File: config.mk
export PLATFORM = sky130hd
export DESIGN_NAME = req_encoder_7
export DESIGN_NICKNAME = d
export VERILOG_FILES = /design/src/rtl/req_encoder_7.sv
export SDC_FILE = /design/constraint.sdc
export NUM_CORES = 1
export LEC_CHECK = 0
export ABC_AREA = 1
export CAP_MARGIN = 10
export CORE_MARGIN = 1
export CORE_UTILIZATION = 34
export DETAILED_ROUTE_END_ITERATION = 8
export PLACE_DENSITY_LB_ADDON = 0.1
export SYNTH_ARGS = -nofsm -noshare
export SYNTH_HDL_FRONTEND = slang
export SYNTH_SLANG_ARGS = --single-unit
File: constraint.sdc
create_clock -name clk -period 2.77 [get_ports clk]
set_input_delay 0.277 -clock clk [delete_from_list [all_inputs] [get_ports clk]]
set_output_delay 0.277 -clock clk [all_outputs]
set_load 0.005 [all_outputs]
File: src/rtl/req_encoder_7.sv
// Sticky 7-line request collector presenting one registered index + one-hot per valid/ready transfer.
// Build option REQ_ENC_ROUND_ROBIN_EN: round-robin priority; default build uses fixed lowest-index priority.
module req_encoder_7 (
  input  logic       clk,
  input  logic       rst_n,
  input  logic [6:0] req_i,
  input  logic [6:0] mask_i,
  output logic       out_valid,
  input  logic       out_ready,
  output logic [2:0] out_idx,
  output logic [6:0] out_onehot,
  output logic [6:0] pending,
  output logic       overflow
);
  localparam int N_REQ = 7;
  localparam int IDX_W = 3;
  localparam logic [IDX_W:0] LP_NREQ = 4'd7;

  typedef enum logic {S_IDLE, S_PRESENT} state_t;

  state_t           r_state;
  logic [N_REQ-1:0] r_pending;
  logic [N_REQ-1:0] r_onehot;
  logic [IDX_W-1:0] r_idx;
  logic             r_valid;
  logic             r_overflow;

  logic             w_hs;
  logic [N_REQ-1:0] w_clr;
  logic [N_REQ-1:0] w_elig;
  logic [N_REQ-1:0] w_sel_oh;
  logic [IDX_W-1:0] w_start;
  logic [IDX_W-1:0] w_sel_idx;
  logic             w_sel_found;

`ifdef REQ_ENC_ROUND_ROBIN_EN
  logic [IDX_W-1:0] r_rr_ptr;
  assign w_start = r_rr_ptr;
`else
  assign w_start = '0;
`endif

  // Walks start, start+1, ... (mod 7); iterating backwards lets the first hit in search order win.
  function automatic logic [IDX_W:0] f_pick(input logic [N_REQ-1:0] elig,
                                            input logic [IDX_W-1:0] start);
    logic [IDX_W:0] res;
    logic [IDX_W:0] k;
    res = '0;
    for (int i = N_REQ - 1; i >= 0; i--) begin
      k = {1'b0, start} + i[IDX_W:0];
      if (k >= LP_NREQ) k = k - LP_NREQ;
      if (elig[k[IDX_W-1:0]]) res = {1'b1, k[IDX_W-1:0]};
    end
    return res;
  endfunction

  assign w_hs   = r_valid & out_ready;
  assign w_clr  = w_hs ? r_onehot : '0;
  assign w_elig = r_pending & mask_i;
  assign {w_sel_found, w_sel_idx} = f_pick(w_elig, w_start);
  assign w_sel_oh = {{(N_REQ-1){1'b0}}, 1'b1} << w_sel_idx;

  // A request arriving on the same edge its bit is accepted survives as a fresh request.
  always_ff @(posedge clk or negedge rst_n) begin
    if (!rst_n) begin
      r_pending  <= '0;
      r_overflow <= 1'b0;
    end else begin
      r_pending <= (r_pending & ~w_clr) | req_i;
      if (|(req_i & r_pending & ~w_clr)) r_overflow <= 1'b1;
    end
  end

  always_ff @(posedge clk or negedge rst_n) begin
    if (!rst_n) begin
      r_state  <= S_IDLE;
      r_valid  <= 1'b0;
      r_idx    <= '0;
      r_onehot <= '0;
`ifdef REQ_ENC_ROUND_ROBIN_EN
      r_rr_ptr <= '0;
`endif
    end else begin
      case (r_state)
        S_IDLE: begin
          if (w_sel_found) begin
            r_idx    <= w_sel_idx;
            r_onehot <= w_sel_oh;
            r_valid  <= 1'b1;
            r_state  <= S_PRESENT;
          end
        end
        S_PRESENT: begin
          if (w_hs) begin
            r_valid  <= 1'b0;
            r_onehot <= '0;
            r_state  <= S_IDLE;
`ifdef REQ_ENC_ROUND_ROBIN_EN
            r_rr_ptr <= (r_idx == 3'd6) ? 3'd0 : r_idx + 3'd1;
`endif
          end
        end
        default: r_state <= S_IDLE;
      endcase
    end
  end

  assign out_valid  = r_valid;
  assign out_idx    = r_idx;
  assign out_onehot = r_onehot;
  assign pending    = r_pending;
  assign overflow   = r_overflow;
endmodule

==> flow_metrics.tcl <==
set metrics [dict create \
    power.density_nw_per_um2 668 \
    irDropWorstVdd_v 0.000386 \
    critical_path_required_ns 2.49 \
    core_um2 2780 \
    cp-start-kind "register" \
    grt.busiest_layer "met2" \
    crit_buf_inv 1 \
    cts_tree "yes" \
    post-route-period-util 0.612 \
    synth_cell_types 18 \
    cts.htree.levels 1 \
    p_comb_frac 0.377 \
    cp.depth 1 \
    synthTopCellsByArea "dfrtp_1 50%, nand2_1 17%, nand3_1 10%" \
    layout.nets 181 \
    post_drt_wl_per_cell_um 12.9 \
    hold_buffers 0 \
    drv_cap 0 \
    drive_above_1_share 0.0982 \
    tns_ns 0 \
    yosysTopAreaCell "dfrtp_1" \
    grtUsageTotal 0.176 \
    path_max_fanout 10 \
    num_antenna_cells 0 \
    ff2ff_path_depth 7 \
    clock.fmax_mhz 590 \
    period_needed_ns 1.70 \
    synth_top_cell_area_share 0.498 \
    clockRootBuffer "clkbuf_4" \
    syn_inst 127 \
    crit_arrival_ns 1.42 \
    ioPinCount 36 \
    vias 938 \
    first_pass_iters 4 \
    initial_core_util 0.361 \
    grt_pass1_vias 951 \
    io_buffers 35 \
    endpoint_kind "primary output" \
    ys.flop_type "dfrtp_1" \
    gp_congestion 0.820 \
    grt_setup_unrepaired "false" \
    crit_family "buffers and inverters" \
    syn_nets 144 \
    p_sw_uw 332 \
    dp_hpwl_mm 1.92 \
    ant_nets 0 \
    die_x_um 56.4 \
    synth_common_cells "45 x nand2_1, 21 x nand3_1, 20 x dfrtp_1, 11 x inv_1" \
    post_drt_via_cell_ratio 4.84 \
    crit_chain "clkdlybuf4s50_1" \
    synthArstFlopShare 1.00 \
    met3_usage 0.0253 \
    grt_max_degree 21 \
    finalWirelength_mm 2.50 \
    clk_path_buf_depth 2 \
    hold_path.class "in2async" \
    slew_violations 0 \
    num_rows 19 \
    power_uw 942 \
    clkPwrFrac 0.182 \
    clock_sinks 20 \
    synth_edf_count 0 \
    ctsResizeCount 0 \
    pwr-share-seq 0.441 \
    drc 0 \
    p_leak_nw 0.683 \
    utilization 0.507 \
    cts_setup_buffers 0 \
    ys_seq_elements 20 \
    setup_viol 0 \
    drtIter0Drc 24 \
    use_met2 0.282 \
    grt_util_met1 0.242 \
    status "finished, final reports clean" \
    worst_pin_slew_ns 0.925 \
    yosysSeqAreaShare 0.498 \
    cpPeakStageDelay_ns 0.57 \
    antenna_found_initial 0 \
    numCtsBuffers 3 \
    gr-total-overflow 0 \
    fin_skew_ns 0.00410 \
    fp.dieH_um 56.4 \
    slew_headroom 0.381 \
    area.growth.synth_to_final_pct 40.2 \
    grt_pass1_wl_mm 4.29 \
    syn_area_um2 1000 \
    yosysMostFrequentCell "nand2_1" \
    critPathKind "reg2out" \
    clk_latency_ns 0.30 \
    p_int_uw 610 \
    hold_viol_final 0 \
    cts.clk_slew.worst_paths_ns 0.12 \
    sw_frac_of_total 0.352 \
    critPathSlowestCell "clkdlybuf4s50_1" \
    ys_warn_count 0 \
    avgSynthCellArea_um2 7.91 \
    dieArea_um2 3180 \
]
## routing by layer
layer / wire length (um) / up-vias
met1: 1230 / 443
met3: 93 / 2
li1: - / 470
met4: 17 / 0
met5: 0 / -
met2: 1160 / 23
## metrics by stage
| step | hold WS (ns) | area, um^2 | instances | worst slack [ns] |
|---|---|---|---|---|
| finish | 0.477 | 1410 | 194 | 1.07 |
| global route | 0.533 | 1410 | 194 | 1.01 |
| CTS | 0.505 | 1410 | 194 | 1.05 |
| detailed placement | 0.480 | 1370 | 190 | 1.13 |
| global placement | 0.468 | 1370 | 190 | 1.15 |
| floorplan | -0.0186 | 1000 | 127 | 1.60 |
## logic make-up (layout without fill, tap and decap cells)
logic type,count (synthesis),in the layout,share of synthesized area
AND/OR/NAND/NOR,86,86,0.396
AO/OA/AOI/OAI,5,5,0.0361
flip-flops,20,20,0.498
buffers and inverters,16,52,0.0697
## area by class of cell
type                    count  area, um^2
clock buffers               4        36.3
repair buffers             35         350
flip-flops and latches     20         500
well taps                  31        38.8
inverters                  13        48.8
multi-input cells          91         434
fillers                   280        1370
## layout by cell type (no fill, tap or decap), drive strengths merged
| cell | n |
|---|---|
| dfrtp | 20 |
| clkdlybuf4s50 | 35 |
| nand3 | 22 |
| nand4 | 2 |
| nand3b | 2 |
| inv | 13 |
| nor2 | 5 |
| a21oi | 1 |
| o21ai | 4 |
| or2 | 7 |
| nand2 | 48 |
| clkbuf | 4 |
## worst register-to-register path, delay by kind of cell (launching register included)
kind            cells  cell delay (ns)
buf+inv             1             0.08
flops               1             0.44
compound gates      1             0.30
simple gates        5             0.48
## power groups by stage
stage	clock [mW]	sequential, mW	combinational [mW]
finish	0.172	0.415	0.355
global route	0.193	0.426	0.401
CTS	0.179	0.416	0.359
detailed placement	0	0.419	0.358
global placement	0	0.418	0.351
floorplan	0	0.401	0.205
## path summary, 6_finish.rpt
| kind | end | slack, ns | from |
|---|---|---|---|
| worst min-delay path | out_idx[1] | 0.48 | rst_n |
| min in group clk | overflow | 0.50 | overflow |
| worst max register to register | out_onehot[3] | 1.41 | pending[0] |
| max in group asynchronous | pending[4] | 1.72 | rst_n |
| worst max-delay path | out_valid | 1.07 | out_valid |
| worst min register to register | overflow | 0.50 | overflow |
## flip-flops by register name (all words and copies together), names as in the netlist
| name | flops |
|---|---|
| out_onehot | 7 |
| out_idx | 3 |
| pending | 7 |
| out_valid | 1 |
| r_state | 1 |
| overflow | 1 |
Power figures use the tool's default switching activity.
==> edit 1 (config.mk and constraints unchanged) <==
Make the reset (`rst_n`) synchronous in 2 clocked blocks.
--- a/src/rtl/req_encoder_7.sv
+++ b/src/rtl/req_encoder_7.sv
@@ -63,3 +63,3 @@
   // A request arriving on the same edge its bit is accepted survives as a fresh request.
-  always_ff @(posedge clk or negedge rst_n) begin
+  always_ff @(posedge clk) begin
     if (!rst_n) begin
@@ -73,3 +73,3 @@
 
-  always_ff @(posedge clk or negedge rst_n) begin
+  always_ff @(posedge clk) begin
     if (!rst_n) begin
Check against the original RTL: differs if rst_n is asserted again (counterexample within 4 cycles, from zero or initial values and one cycle with rst_n low); with rst_n held inactive, the same outputs for 10 cycles.
==> edit 1 against the unedited design <==
  * Synthesized area decreased by 4.9%
  * Sequential cell count unchanged
  * Setup slack got worse by 0.029 ns
  * Final area down 4.0%
  * Routed wire length is 3.4% lower
  * Global-route usage is 0.21 points higher
  * Count of clock-buffer cells in the layout down 1
  * Highest routed layer unchanged
Power is not compared: it rests on default switching activity, and its combinational part moved more than twofold at a synthesized area within 25%.
==> edit 1: results (changes against the unedited design) <==
Placed design
  – HPWL after DPL: 1820 um (was 1918 um)
  – DP Cell Count: 201 (was 190)
  – Routability cong.: 0.8766 (was 0.8196)
  – DP Worst Slack: 1.038 ns (was 1.129 ns)
  – Placed Area: 0.001330 mm2 (was 0.001373 mm2)

Timing
  – Tmin final: 1.725 ns (was 1.696 ns)
  – WHS: 0.5080 ns (was 0.4770 ns)
  – Clk_skew: 0.004786 ns (was 0.004103 ns)
  – Worst slew pin tran: 0.5321 ns (was 0.9251 ns)

Synthesis
  – Complex-gate fraction of the synthesized area: 10.99% (was 3.611%)
  – Async SR Flop Fraction: 0% (was 100.0%)
  – Distinct cells, synth: 20 (was 18)
  – Register area share after synthesis: 41.88% (was 49.81%)
  – Top FF cell, synth: dfxtp_1 (was dfrtp_1)
  – Net Count, Synth: 156 (was 144)
  – Commonest cells post-synth: nand2_1, nand3_1, dfxtp_1, nor2_1, a21oi_1 (was nand2_1, nand3_1, dfrtp_1, inv_1)

Global route
  – Largest net degree at the start of global routing: 19 (was 21)
  – Tot GR Track Use: 17.78% (was 17.57%)
  – First-pass GRT wire length: 3774 um (was 4291 um)
  – Vias in the first global route: 882 (was 951)

Finish
  – Signal inverters: 15 (was 13)
  – Area occupied by multi-input gates: 483.0 um2 (was 434.2 um2)
  – Number of multi-input logic gates: 101 (was 91)
  – Synth-to-layout area growth: 41.49% (was 40.22%)
  – Buffering overhead: 25.90% (was 24.87%)
  – Layout clock area frac: 1.665% (was 2.575%)
  – Seq/total area: 29.60% (was 35.52%)
  – Nets: 193 (was 181)
  – FILL cells: 281 (was 280)

Setup path
  – Top Family by Delay on Critical Path: flip-flops (was buffers and inverters)
  – Worst setup path startpoint: out_valid$_SDFFE_PN0P_ (was out_valid$_DFFE_PN0P_)
  – WP data arrival: 1.45 ns (was 1.42 ns)
  – Max stage delay cell, worst path: dfxtp_1 (was clkdlybuf4s50_1)
  – Reg2Reg Capture Point: out_onehot[4]$_SDFFE_PN0P_ (was out_onehot[3]$_DFFE_PN0P_)
  – CP max FO: 11 (was 10)
  – R2r worst-path depth: 3 (was 7)
  – Worst r2r src: out_valid$_SDFFE_PN0P_ (was pending[0]$_DFF_PN0_)

Drt
  – Initial DRC count: 14 (was 24)
  – Wire per inst: 11.83 um (was 12.88 um)

Floorplanning
  – Die ar.: 0.003028 mm2 (was 0.003176 mm2)

Outcome
  – Status: finished clean (unchanged)
==> edit 1: changes by cell type after synthesis, moves of 2 or more <==
cell / before / now
dfrtp_1: 20 / 0
dfxtp_1: 0 / 20
nor2_1: 5 / 18
a21oi_1: 1 / 13
nand2_1: 45 / 35
or2_2: 5 / 0
o21ai_0: 3 / 0
nand2_4: 1 / 3
nand3b_1: 2 / 0
o21ai_1: 0 / 2
or2_1: 2 / 0
==> edit 1: layer usage <==
layer | up-vias | wire length [um] | part of all wire [%] | GRT usage [%]
met5 | - | 0 | 0 | 0
met4 | 0 | 29 | 1.2 | 6.250
met3 | 4 | 137 | 5.7 | 2.459
met2 | 31 | 1121 | 46 | 29.32
met1 | 448 | 1124 | 47 | 23.52
li1 | 520 | - | - | -
==> edit 1: where the power goes <==
group / total [uW] / internal (uW) / leakage, uW / switching, uW
Combinational: 175 / 89.1 / 0.000426 / 86.1
Sequential: 334 / 312 / 0.000165 / 22.9
Clock: 136 / 50.7 / 0.0000138 / 85.3
Total: 646 / 451 / 0.000605 / 194
==> edit 2 (same settings) <==
Without the edit above. Build with the macro `REQ_ENC_ROUND_ROBIN_EN` defined.
--- a/src/rtl/req_encoder_7.sv
+++ b/src/rtl/req_encoder_7.sv
@@ -2,2 +2,4 @@
 // Build option REQ_ENC_ROUND_ROBIN_EN: round-robin priority; default build uses fixed lowest-index priority.
+`define REQ_ENC_ROUND_ROBIN_EN
+
 module req_encoder_7 (
Formal check against the unedited RTL: not equivalent (Yosys sat finds a counterexample within 10 cycles, from zero or initial values and one cycle with rst_n low).
==> edit 2 against the unedited design <==
  * The flow now finishes with violations (negative setup slack)
  * Final cell count grew to 2.8 times the old value
  * Setup slack lost 1.1 ns
  * Sequential share of layout area shrank 18 points
  * Critical path depth grew 17
  * Synthesized cell count grew to 3.0 times the old value
  * Sequential cell count grew 3
  * Final area grew 140%
  * Global-route usage grew 3.5 points
  * Routed wire length grew to 3.0 times the old value
  * Synthesized area grew 150%
Power is left out: it rests on default switching activity, and per cell area and clock period it moved more than threefold.
==> edit 2: results (changes against the unedited design) <==
Global route
  – Tot GR Track Use: 21.04% (was 17.57%)
  – Largest net degree at the start of global routing: 24 (was 21)
  – First-pass GRT wire length: 12520 um (was 4291 um)

Setup path
  – CP max FO: 8 (was 10)
  – CP max stage delay: 0.45 ns (was 0.57 ns)
  – Top Family by Delay on Critical Path: simple AND/OR/NAND/NOR gates (was buffers and inverters)
  – WP data arrival: 2.98 ns (was 1.42 ns)

CTS
  – Clock root cell: clkbuf_8 (was clkbuf_4)
  – Clock Latency Late Sink: 0.27 ns (was 0.30 ns)
  – Clock sinks: 23 (was 20)
  – CTS clock-pin slew for the worst setup and hold paths: 0.09 ns (was 0.12 ns)

Outcome
  – Status: finished with violations (was finished clean)
  – Failing checks: negative setup slack

Timing
  – Setup violators final: 8 (was 0)
  – Setup ws final: -0.04762 ns (was 1.074 ns)
  – Rel. slew slack: 72.06% (was 38.13%)
  – Setup TNS: -0.3138 ns (was 0 ns)

Synthesis
  – Complex-gate fraction of the synthesized area: 14.16% (was 3.611%)
  – Distinct cells, synth: 41 (was 18)
  – Commonest cells post-synth: nand2_1, nand3_1, inv_1, dfrtp_1, nor2_1 (was nand2_1, nand3_1, dfrtp_1, inv_1)
  – Post-Synth XOR/XNOR Area: 2.016% (was 0%)
  – Register area share after synthesis: 23.19% (was 49.81%)

Drt
  – WL final: 7604 um (was 2499 um)
  – Initial DRC count: 99 (was 24)
  – Met3 wire len: 202 um (was 93 um)
  – DR vias/cell: 4.893 (was 4.835)
  – Drt pass-1 iters: 5 (was 4)

Finish
  – Buffering overhead: 18.81% (was 24.87%)
  – Buffers, non-clock: 70 (was 35)
  – Register area: 576.8 um2 (was 500.5 um2)
  – Nets: 478 (was 181)
  – Share of cells above drive strength 1: 24.78% (was 9.816%)
  – Number of multi-input logic gates: 304 (was 91)
  – FILL cells: 759 (was 280)
  – Signal inverters: 47 (was 13)
==> edit 2: repair_timing <==
| item | CTS | global route |
|---|---|---|
| endpoints found under the setup margin | 10 | 12 |
| pin swaps | 1 | 15 |
| gates resized for setup | 4 | 21 |
| setup buffers | 0 | 11 |
==> edit 2: per-stage QoR <==
step	setup slack (ns)	util [%]	instance area, um2
finish	-0.04762	48.15	3326
global route	-0.2609	48.15	3326
CTS	0.005754	45.83	3166
detailed placement	-0.04824	44.86	3098
global placement	0.01532	44.86	3098
floorplan	0.03465	-	2485
==> edit 2: final timing paths <==
path / endpoint / slack (ns) / cells past startpoint
min: pending[4]$_DFF_PN0_ / 0.36 / 2
min in group clk: overflow$_DFFE_PN0P_ / 0.50 / 2
max in group asynchronous: r_rr_ptr[0]$_DFFE_PN0P_ / 2.16 / 2
max: out_onehot[1]$_DFFE_PN0P_ / -0.05 / 18
max reg2reg: out_onehot[1]$_DFFE_PN0P_ / -0.05 / 18
min reg2reg: overflow$_DFFE_PN0P_ / 0.50 / 2
